$ cat config.mk
export PLATFORM = sky130hd
export DESIGN_NAME = sram_arbiter
export DESIGN_NICKNAME = d
export VERILOG_FILES = /design/src/rtl/sram_arbiter.sv
export SDC_FILE = /design/constraint.sdc
export NUM_CORES = 1
export LEC_CHECK = 0
export CAP_MARGIN = 20
export CORE_AREA = 2 2 110 112
export CTS_BUF_LIST = sky130_fd_sc_hd__clkbuf_2 sky130_fd_sc_hd__clkbuf_4 sky130_fd_sc_hd__clkbuf_8
export CTS_CLUSTER_DIAMETER = 80
export DETAILED_ROUTE_END_ITERATION = 6
export DIE_AREA = 0 0 112 114
export PLACE_DENSITY = 0.65
export SETUP_SLACK_MARGIN = 0.02
export SLEW_MARGIN = 5
export SYNTH_ARGS = -nofsm -noshare
export SYNTH_HDL_FRONTEND = slang
export SYNTH_SLANG_ARGS = --single-unit
$ cat constraint.sdc
create_clock -name clk -period 4.7 [get_ports clk]
set_input_delay 0.94 -clock clk [delete_from_list [all_inputs] [get_ports clk]]
set_output_delay 0.94 -clock clk [all_outputs]
set_load 0.02 [all_outputs]
$ cat src/rtl/sram_arbiter.sv
// Shares one SRAM-like memory port between the fetch (inst) and execute (data) requesters.
// Define ARB_RR_EN for round-robin arbitration; the default is fixed data-over-inst priority.
module sram_arbiter #(
    parameter int unsigned OST_DEPTH = 4,
    parameter int unsigned OST_AW    = 2
) (
    input  logic              clk,
    input  logic              rstn,
    input  logic              inst_sram_req,
    input  logic [31:0]       inst_sram_addr,
    output logic              inst_sram_addr_ok,
    output logic              inst_sram_data_ok,
    output logic [31:0]       inst_sram_rdata,
    input  logic              data_sram_req,
    input  logic              data_sram_wr,
    input  logic [1:0]        data_sram_size,
    input  logic [3:0]        data_sram_wstrb,
    input  logic [31:0]       data_sram_addr,
    input  logic [31:0]       data_sram_wdata,
    output logic              data_sram_addr_ok,
    output logic              data_sram_data_ok,
    output logic [31:0]       data_sram_rdata,
    output logic              mem_req,
    output logic              mem_wr,
    output logic [1:0]        mem_size,
    output logic [3:0]        mem_wstrb,
    output logic [31:0]       mem_addr,
    output logic [31:0]       mem_wdata,
    input  logic              mem_addr_ok,
    input  logic              mem_data_ok,
    input  logic [31:0]       mem_rdata,
    output logic [OST_AW:0]   ost_cnt
);

    localparam logic [OST_AW:0] FULL_CNT = (OST_AW + 1)'(OST_DEPTH);

    logic                 lock;
    logic                 lock_id;
    logic                 gnt;          // 0 = inst, 1 = data
    logic                 granted_req;
    logic                 full;
    logic                 accept;
    logic                 pop;
    logic                 head;
    logic [OST_DEPTH-1:0] id_fifo;
    logic [OST_AW-1:0]    wptr;
    logic [OST_AW-1:0]    rptr;
    logic [OST_AW:0]      cnt;
`ifdef ARB_RR_EN
    logic                 rr_last;
`endif

    always_comb begin
        gnt = data_sram_req;
        if (lock) begin
            gnt = lock_id;
        end else if (inst_sram_req && data_sram_req) begin
`ifdef ARB_RR_EN
            gnt = ~rr_last;
`else
            gnt = 1'b1;
`endif
        end
    end

    assign granted_req = gnt ? data_sram_req : inst_sram_req;
    assign full        = (cnt == FULL_CNT);
    assign mem_req     = granted_req & ~full;
    assign accept      = mem_req & mem_addr_ok;

    // Fields are zeroed while no request is presented so the port is quiet in reset and idle.
    assign mem_wr    = mem_req & gnt & data_sram_wr;
    assign mem_size  = !mem_req ? 2'd0 : (gnt ? data_sram_size : 2'd2);
    assign mem_wstrb = (mem_req && gnt) ? data_sram_wstrb : '0;
    assign mem_addr  = !mem_req ? '0 : (gnt ? data_sram_addr : inst_sram_addr);
    assign mem_wdata = (mem_req && gnt) ? data_sram_wdata : '0;

    assign inst_sram_addr_ok = accept & ~gnt;
    assign data_sram_addr_ok = accept & gnt;

    // A data_ok with nothing outstanding is spurious and is dropped.
    assign pop  = mem_data_ok & (cnt != '0);
    assign head = id_fifo[rptr];

    assign inst_sram_data_ok = pop & ~head;
    assign data_sram_data_ok = pop & head;
    assign inst_sram_rdata   = mem_rdata;
    assign data_sram_rdata   = mem_rdata;
    assign ost_cnt           = cnt;

    always_ff @(posedge clk) begin
        if (!rstn) begin
            lock    <= 1'b0;
            lock_id <= 1'b0;
            wptr    <= '0;
            rptr    <= '0;
            cnt     <= '0;
            id_fifo <= '0;
`ifdef ARB_RR_EN
            rr_last <= 1'b0;
`endif
        end else begin
            if (accept) begin
                id_fifo[wptr] <= gnt;
                wptr          <= wptr + 1'b1;
            end
            if (pop) begin
                rptr <= rptr + 1'b1;
            end
            case ({accept, pop})
                2'b10:   cnt <= cnt + 1'b1;
                2'b01:   cnt <= cnt - 1'b1;
                default: cnt <= cnt;
            endcase
            if (accept) begin
                lock <= 1'b0;
            end else if (mem_req) begin
                lock    <= 1'b1;
                lock_id <= gnt;
            end
`ifdef ARB_RR_EN
            if (accept) begin
                rr_last <= gnt;
            end
`endif
        end
    end

endmodule

Word-level counts from Yosys, hierarchy flattened
Cells that the tools add are included.
- flip-flop bits (word level): 13
- input port bits: 141
- output and inout bits: 143
- word-level logic and storage cells: 52
- add/sub/neg operators: 4
- order comparisons: 3
- eq/ne operators: 3
- muxes and demuxes: 15
- bitwise logic cells: 14
- reductions and logical operators: 7
- operator list (kind ; number):
    two-way mux 32 bit ; 3
    AND 1 bit ; 9
    < comparator 2 x 3 -> 1 bit (second input constant) ; 2
    case mux 3 bit (2 select lines) ; 1
    two-way mux 1 bit ; 5
    NOT 1 bit ; 5
    adder 2 x 1 -> 2 bit (second input constant) ; 2
    bitwise mux 4 bit ; 1
    two-way mux 2 bit ; 2
    two-way mux 4 bit ; 1
    adder 3 x 1 -> 3 bit (second input constant) ; 1
    == test 3 bit (second input constant) ; 1
    logical AND 1 bit ; 3
    nonzero test 3 bit ; 1
    subtractor 3 x 1 -> 3 bit (second input constant) ; 1
    binary-select mux 1 bit (select 2 bit) ; 1
    demux 1 bit (select 2 bit) ; 1
    == test 2 x 1 -> 1 bit (second input constant) ; 1
    == test 2 bit (second input constant) ; 1
    >= comparator 2 x 1 -> 1 bit (second input constant) ; 1
    AND reduction 2 bit ; 1
    nonzero test 2 bit ; 1
    OR reduction 2 bit ; 1

Logic depth before layout (Yosys ltp)
Gate-level depths: netlist of the first run.
- depth after elaboration: 8
- gate-level depth with buffers: 10
- gate-level depth less buffers: 8

Worst setup path after synthesis of the first run
Ideal clock, no wire load.
- path type: input -> output
- start point: input data_sram_req
- end point: output mem_addr[22]
- arrival: 2.121 ns
- required time: 3.760 ns
- path slack: 1.639 ns
- cell stages on the path: 5
- path buffers: 2
- cell sequence: buf_2 -> mux2i_1 -> clkbuf_1 -> nand2_1 -> a21oi_1
- cells in the longest elaborated chain, start to end: 6
- elaborated cells between the ends (all ways): 7
- those cells by class: mux (5); bitwise (1); reduce/logical (1)
- RTL lines (element ; line ; source):
    start, declared ; 14 ; input logic data_sram_req,
    logical AND 1 bit ; 57 ; end else if (inst_sram_req && data_sram_req) begin
    two-way mux 1 bit ; 57 ;
    two-way mux 1 bit ; 55 ; if (lock) begin
    two-way mux 1 bit ; 66 ; assign granted_req = gnt ? data_sram_req : inst_sram_req;
    AND 1 bit ; 68 ; assign mem_req = granted_req & ~full;
    two-way mux 32 bit * ; 75 ; assign mem_addr = !mem_req ? '0 : (gnt ? data_sram_addr : inst_sram_addr);
    end, declared ; 27 ; output logic [31:0] mem_addr,
Every way passes the cells marked *; elsewhere a longest branch is shown, timed or not.

Worst setup path after layout of the first run
- start point: input data_sram_req
- end point: output mem_addr[4]
Same word-level chain as after synthesis.

==> flow_metrics.py, run 1 <==
metrics = {
    "min_path": {
        "min_from": "id_fifo[3]",
        "hp-class": "flop to flop",
        "min_to": "id_fifo[3]",
        "min_delay_path_depth": 2,
    },
    "yosys": {
        "synth_area_um2": 2020,
        "syn_nets": 449,
        "netlist.area_leader.share_pct": 24.9,
        "synth_cells": 302,
        "synth.distinct_cells": 32,
        "synth_commonest_cells": "73 x nand2_1, 67 x buf_4, 44 x and2_1",
        "ys.flop_type": "dfxtp_1",
        "synth_area_leader_cell": "buf_4",
        "yosysWarnings": 0,
        "netlist_top_cells_area": "buf_4 25%, and2_1 14%, nand2_1 14%",
        "yosysMostFrequentCell": "nand2_1",
        "synth_area_per_cell_um2": 6.68,
        "ys_ff_latch": 13,
        "yosysSeqAreaShare_pct": 12.9,
        "synth_edf_count": 0,
        "async_flop_share_pct": 0,
    },
    "grt": {
        "antenna_found_initial": 0,
        "grt-ovfl-total": 0,
        "grt_pass1_vias": 2106,
        "busiest_layer": "met2",
        "track_usage_pct": 9.89,
        "grt_max_degree": 41,
        "grt_util_met1_pct": 11.4,
        "grtUsageMet3_pct": 2.92,
        "grt_pass1_wl_um": 10600,
        "use_met2_pct": 17.3,
    },
    "worst_setup_path": {
        "slowest_delay_ns": 0.62,
        "arrival_ns": 3.00,
        "critPathTopFamily": "buffers and inverters",
        "crit_buf_inv": 2,
        "path_class": "input pin to output port",
        "r2r-start": "lock",
        "r2r_end": "ost_cnt[2]",
        "cp_common_cell": "clkdlybuf4s50_1",
        "slowest_stage": "clkdlybuf4s50_1",
        "crit_chain": "clkdlybuf4s50_1 > mux2_2 > nand2_1 > a21oi_1 > clkdlybuf4s50_1",
        "r2r_cells": 8,
        "ff2ff_setup_slack_ns": 2.07,
        "crit_path_end_kind": "output port",
        "required_ns": 3.76,
        "critical_path.max_fanout": 34,
        "cp-start-kind": "input pin",
    },
    "timing": {
        "max_freq_ghz": 0.254,
        "worst_clock_skew_ns": 0.000865,
        "maxSlewHeadroom_pct": 57.3,
        "worst_hold_slack_ns": 0.466,
        "rsz0062_at_grt": "false",
        "finalMaxSlewViolations": 0,
        "fin_tns_setup_ns": 0,
        "final-setup-viol-count": 0,
        "fin_crit_sh_pct": 83.8,
        "hold_viol": 0,
        "worst_slack_ns": 0.761,
        "tightest_slew_ns": 0.641,
        "period_minus_slack_ns": 3.94,
    },
    "placement": {
        "dp_cells": 557,
        "place_area_um2": 3530,
        "io_buffers": 187,
        "place_ws_ns": 0.751,
        "globalplace.congestion": 0.725,
        "hpwl_um": 5920,
    },
    "detailed_routing": {
        "drc_errors": 0,
        "vias": 2280,
        "drt-initial-drc-count": 73,
        "drt-pass1-iter-count": 4,
        "avgRoutedWirePerCell_um": 12.6,
        "routed_wl_um": 7050,
        "ant_nets": 0,
        "routed_via_density": 4.06,
    },
    "finish": {
        "fin_util_pct": 30.5,
        "area_delta_synth_final_pct": 77.2,
        "final_cells": 561,
        "stdcell_area_um2": 3580,
        "nets": 562,
        "final.fill_count": 1287,
        "drive_gt1_share_pct": 3.62,
        "antennaDiodeCount": 0,
    },
    "power": {
        "power_mw": 1.11,
        "p_per_area_nw_per_um2": 309,
        "peakVddDrop_mv": 0.187,
        "power_leakage_nw": 1.40,
    },
    "clock_network": {
        "post-cts-setup-buffer-count": 0,
        "cts_tree": "built",
        "cts_buffer_depth": 2,
        "root_buffer": "clkbuf_8",
        "clkTransAtPathRegs_ns": 0.06,
        "hold_buffers": 0,
        "cts.sinks": 13,
        "htree_num_levels": 1,
        "cts_buffers": 3,
        "post_cts_resized": 0,
        "insertion_delay_ns": 0.24,
    },
    "die": {
        "core_region_area_um2": 11700,
        "boundaryPins": 284,
        "start_util_pct": 17.2,
        "dieArea_um2": 12800,
        "die_height_um": 114,
        "row_count": 40,
        "die_w_um": 112,
    },
    "run": {
        "maxCapViolations": 0,
    },
    "run_status": {
        "outcome": "completed",
    },
}
==> cell families (layout without fill, tap and decap cells) <==
family                   count (synthesis)  count (layout)  share of synthesized area [%]
multiplexers                             9               9                           5.15
AND/OR/NAND/NOR                        132             132                           31.2
adder cells (fa/ha/maj)                  6               6                           4.09
buffers and inverters                   91             203                           30.3
XOR/XNOR                                 4               4                           1.74
flip-flops                              13              13                           12.9
AO/OA/AOI/OAI                           47              47                           14.6
==> power breakdown <==
part           internal (mW)  switching (mW)
logic                  0.419           0.425
clock network         0.0585          0.0393
registers              0.134          0.0312
==> worst max-delay path by stage <==
stage | startpoint | endpoint | slack (ns) | depth (start not counted)
floorplan | data_sram_req | mem_addr[22] | 1.64 | 5
global placement | inst_sram_req | mem_addr[28] | 0.75 | 6
detailed placement | data_sram_req | mem_addr[24] | 0.75 | 5
CTS | data_sram_req | mem_addr[24] | 0.74 | 5
global route | data_sram_req | mem_addr[24] | 0.58 | 5
finish | data_sram_req | mem_addr[4] | 0.76 | 5
==> cell type report <==
type	instances	area [um^2]	share of cell area (%)
clock buffers	3	41.3	1.15
repair buffers	190	1890	53.0
well taps	147	184	5.14
clock inverters	1	5.00	0.140
inverters	9	33.8	0.944
flip-flops and latches	13	260	7.28
multi-input cells	198	1160	32.4
==> metal layers <==
layer,routed length [um],up-vias,part of all wire (%)
met1,2700,1006,38
met5,0,-,0
met4,224,0,3.2
li1,-,1131,-
met2,3440,116,49
met3,691,27,9.8
==> cell usage in the layout (no fill, tap or decap), types with 2 or more instances in the layout <==
| cell | count |
|---|---|
| a21oi_1 | 34 |
| ha_1 | 5 |
| or3b_1 | 2 |
| buf_4 | 3 |
| clkdlybuf4s50_1 | 187 |
| clkbuf_8 | 3 |
| dfxtp_1 | 13 |
| nor2_1 | 9 |
| and2_1 | 44 |
| nand2_1 | 73 |
| o2111ai_1 | 5 |
| xor2_1 | 4 |
| inv_1 | 8 |
| mux2i_1 | 6 |
==> registers in the layout, summed over array words and instances (netlist names) <==
signal   count
id_fifo      4
lock         1
lock_id      1
ost_cnt      3
rptr         2
wptr         2
==> worst register-to-register path, delay by kind of cell, from the launching register on <==
family / cells / cell delay, ns
AOI/OAI and AO/OA: 2 / 0.37
xor gates and xnor gates: 1 / 0.15
adders and majority gates: 2 / 0.63
buffers and inverters: 1 / 0.07
DFF: 1 / 0.52
and+or+nand+nor: 2 / 0.82
Note: power is estimated with default switching activity, not from simulation.
==> run 2, diff against run 1 <==
--- a/config.mk
+++ b/config.mk
@@ -6,12 +6,12 @@
 export NUM_CORES = 1
 export LEC_CHECK = 0
 export CAP_MARGIN = 20
-export CORE_AREA = 2 2 110 112
+export CORE_AREA = 2 2 111 113
 export CTS_BUF_LIST = sky130_fd_sc_hd__clkbuf_2 sky130_fd_sc_hd__clkbuf_4 sky130_fd_sc_hd__clkbuf_8
 export CTS_CLUSTER_DIAMETER = 80
 export DETAILED_ROUTE_END_ITERATION = 6
-export DIE_AREA = 0 0 112 114
-export PLACE_DENSITY = 0.65
+export DIE_AREA = 0 0 113 115
+export PLACE_DENSITY = 0.64
 export SETUP_SLACK_MARGIN = 0.02
 export SLEW_MARGIN = 5
 export SYNTH_ARGS = -nofsm -noshare
==> constraint.sdc (replaced) <==
create_clock -name clk -period 3.7 [get_ports clk]
set_input_delay 0.74 -clock clk [delete_from_list [all_inputs] [get_ports clk]]
set_output_delay 0.74 -clock clk [all_outputs]
set_load 0.02 [all_outputs]
==> flow_metrics.py, run 2 (synthesized netlist as in run 1, its figures left out) <==
metrics = {
    "power": {
        "p_int_mw": 0.798,
        "clkPwrFrac_pct": 8.8,
        "switching_power_mw": 0.650,
        "combPwrFrac_pct": 76.7,
        "power_leakage_nw": 1.42,
        "p_sw_share_pct": 44.9,
        "p_per_area_nw_per_um2": 400,
        "peakVddDrop_mv": 0.459,
        "power_mw": 1.45,
        "seqPwrFrac_pct": 14.6,
    },
    "die": {
        "start_util_pct": 17.1,
        "die_height_um": 115,
        "die_w_um": 113,
        "row_count": 40,
        "boundaryPins": 284,
        "core_region_area_um2": 11800,
        "dieArea_um2": 13000,
    },
    "worst_setup_path": {
        "r2r_end": "ost_cnt[2]",
        "arrival_ns": 2.73,
        "slowest_delay_ns": 0.64,
        "slowest_stage": "clkdlybuf4s50_1",
        "path_class": "input pin to output port",
        "r2r-start": "lock",
        "cp_common_cell": "clkdlybuf4s50_1",
        "cp-start-kind": "input pin",
        "r2r_cells": 8,
        "required_ns": 2.96,
        "crit_chain": "clkdlybuf4s50_1 > buf_4 > and3_4 > and2_1 > clkdlybuf4s50_1",
        "ff2ff_setup_slack_ns": 1.03,
        "crit_path_end_kind": "output port",
        "critical_path.max_fanout": 40,
    },
    "run": {
        "maxCapViolations": 0,
    },
    "grt": {
        "grt-ovfl-total": 0,
        "grt_pass1_vias": 2296,
        "antenna_found_initial": 1,
        "grt_pass1_wl_um": 11800,
        "grt_max_degree": 41,
        "track_usage_pct": 11.3,
    },
    "clock_network": {
        "cts.sinks": 13,
        "cts_tree": "built",
        "insertion_delay_ns": 0.24,
        "post-cts-setup-buffer-count": 0,
        "htree_num_levels": 1,
        "cts_buffer_depth": 2,
        "clkTransAtPathRegs_ns": 0.06,
        "hold_buffers": 0,
        "post_cts_resized": 0,
        "cts_buffers": 3,
        "root_buffer": "clkbuf_8",
    },
    "run_status": {
        "violations": "design-rule violations",
        "outcome": "finished with violations",
    },
    "finish": {
        "area_delta_synth_final_pct": 79.5,
        "largest_reg_flops": 4,
        "drive_gt1_share_pct": 3.86,
        "final_cell_mix": "187 x clkdlybuf4s50_1, 73 x nand2_1, 44 x and2_1",
        "mostFrequentLayoutCell": "clkdlybuf4s50_1",
        "regMostFlops": "id_fifo",
        "antennaDiodeCount": 0,
        "final.fill_count": 1287,
        "nets": 563,
    },
    "timing": {
        "tightest_slew_ns": 0.558,
        "worst_clock_skew_ns": 0.000730,
        "period_minus_slack_ns": 3.47,
        "finalMaxSlewViolations": 0,
        "final-setup-viol-count": 0,
        "rsz0062_at_grt": "false",
        "maxSlewHeadroom_pct": 62.5,
        "fin_crit_sh_pct": 93.7,
        "max_freq_ghz": 0.289,
        "fin_tns_setup_ns": 0,
        "worst_hold_slack_ns": 0.474,
        "hold_viol": 0,
    },
    "detailed_routing": {
        "avgRoutedWirePerCell_um": 14.5,
        "ant_nets": 0,
        "drc_errors": 19,
        "vias": 2285,
        "drt-pass1-iter-count": 7,
        "drt-initial-drc-count": 95,
        "routed_wl_um": 8170,
        "routed_via_density": 4.07,
    },
    "placement": {
        "globalplace.congestion": 0.796,
        "hpwl_um": 6550,
        "io_buffers": 187,
    },
    "min_path": {
        "min_to": "id_fifo[2]",
        "hp-class": "flop to flop",
        "min_from": "id_fifo[2]",
        "min_delay_path_depth": 2,
    },
}
run 2: cell types whose count changed in the layout (fill, tap and decap cells not counted):
| cell | previous run | this run |
|---|---|---|
| buf_4 | 3 | 1 |
| buf_12 | 0 | 3 |
run 2: through the flow:
stage	setup WS, ns	std cells	cell area [um^2]	util (%)
after floorplan	1.04	302	2020	-
after global placement	0.254	558	3580	30.3
after detailed placement	0.231	558	3580	30.3
after CTS	0.213	562	3620	30.7
after global routing	0.127	562	3620	30.7
final	0.235	562	3620	30.7
run 2: how the worst max path moves through the flow:
stage                              from            end  slack, ns  cells after the start
final                     data_sram_req  mem_wdata[18]       0.23                      5
after global routing      data_sram_req  mem_wdata[18]       0.13                      5
after CTS                 data_sram_req  mem_wdata[18]       0.21                      5
after detailed placement  data_sram_req  mem_wdata[11]       0.23                      5
after global placement    data_sram_req  mem_wdata[18]       0.25                      5
after floorplan           data_sram_req   mem_addr[22]       1.04                      5
run 2: power groups by stage:
| stage | combinational, mW | clock (mW) | sequential, mW |
|---|---|---|---|
| 3_3_place_gp | 1.10 | 0 | 0.213 |
| 6_report | 1.11 | 0.127 | 0.211 |
| 4_1_cts | 1.12 | 0.129 | 0.211 |
| 3_5_place_dp | 1.11 | 0 | 0.214 |
| 2_1_floorplan | 0.674 | 0 | 0.215 |
| 5_1_grt | 1.19 | 0.136 | 0.217 |
run 2: final cells by class:
type / instances / area (um^2) / area share, %
multi-input combinational: 198 / 1160 / 32.0
inverter: 9 / 33.8 / 0.933
timing repair buffer: 191 / 1940 / 53.5
clock buffer: 3 / 41.3 / 1.14
clock inverter: 1 / 5.00 / 0.138
sequential: 13 / 260 / 7.18
tap: 147 / 184 / 5.08
run 2: layer usage:
layer	global-route usage (%)	share of wire [%]
met1	13.2	39
met2	20.4	50
met3	3.37	9.5
met4	2.76	1.3
met5	0	0.15
run 2: critical path: cells and delay by family:
| family | cells | cell delay [ns] |
|---|---|---|
| AND/OR/NAND/NOR | 2 | 0.54 |
| buffers and inverters | 3 | 1.41 |
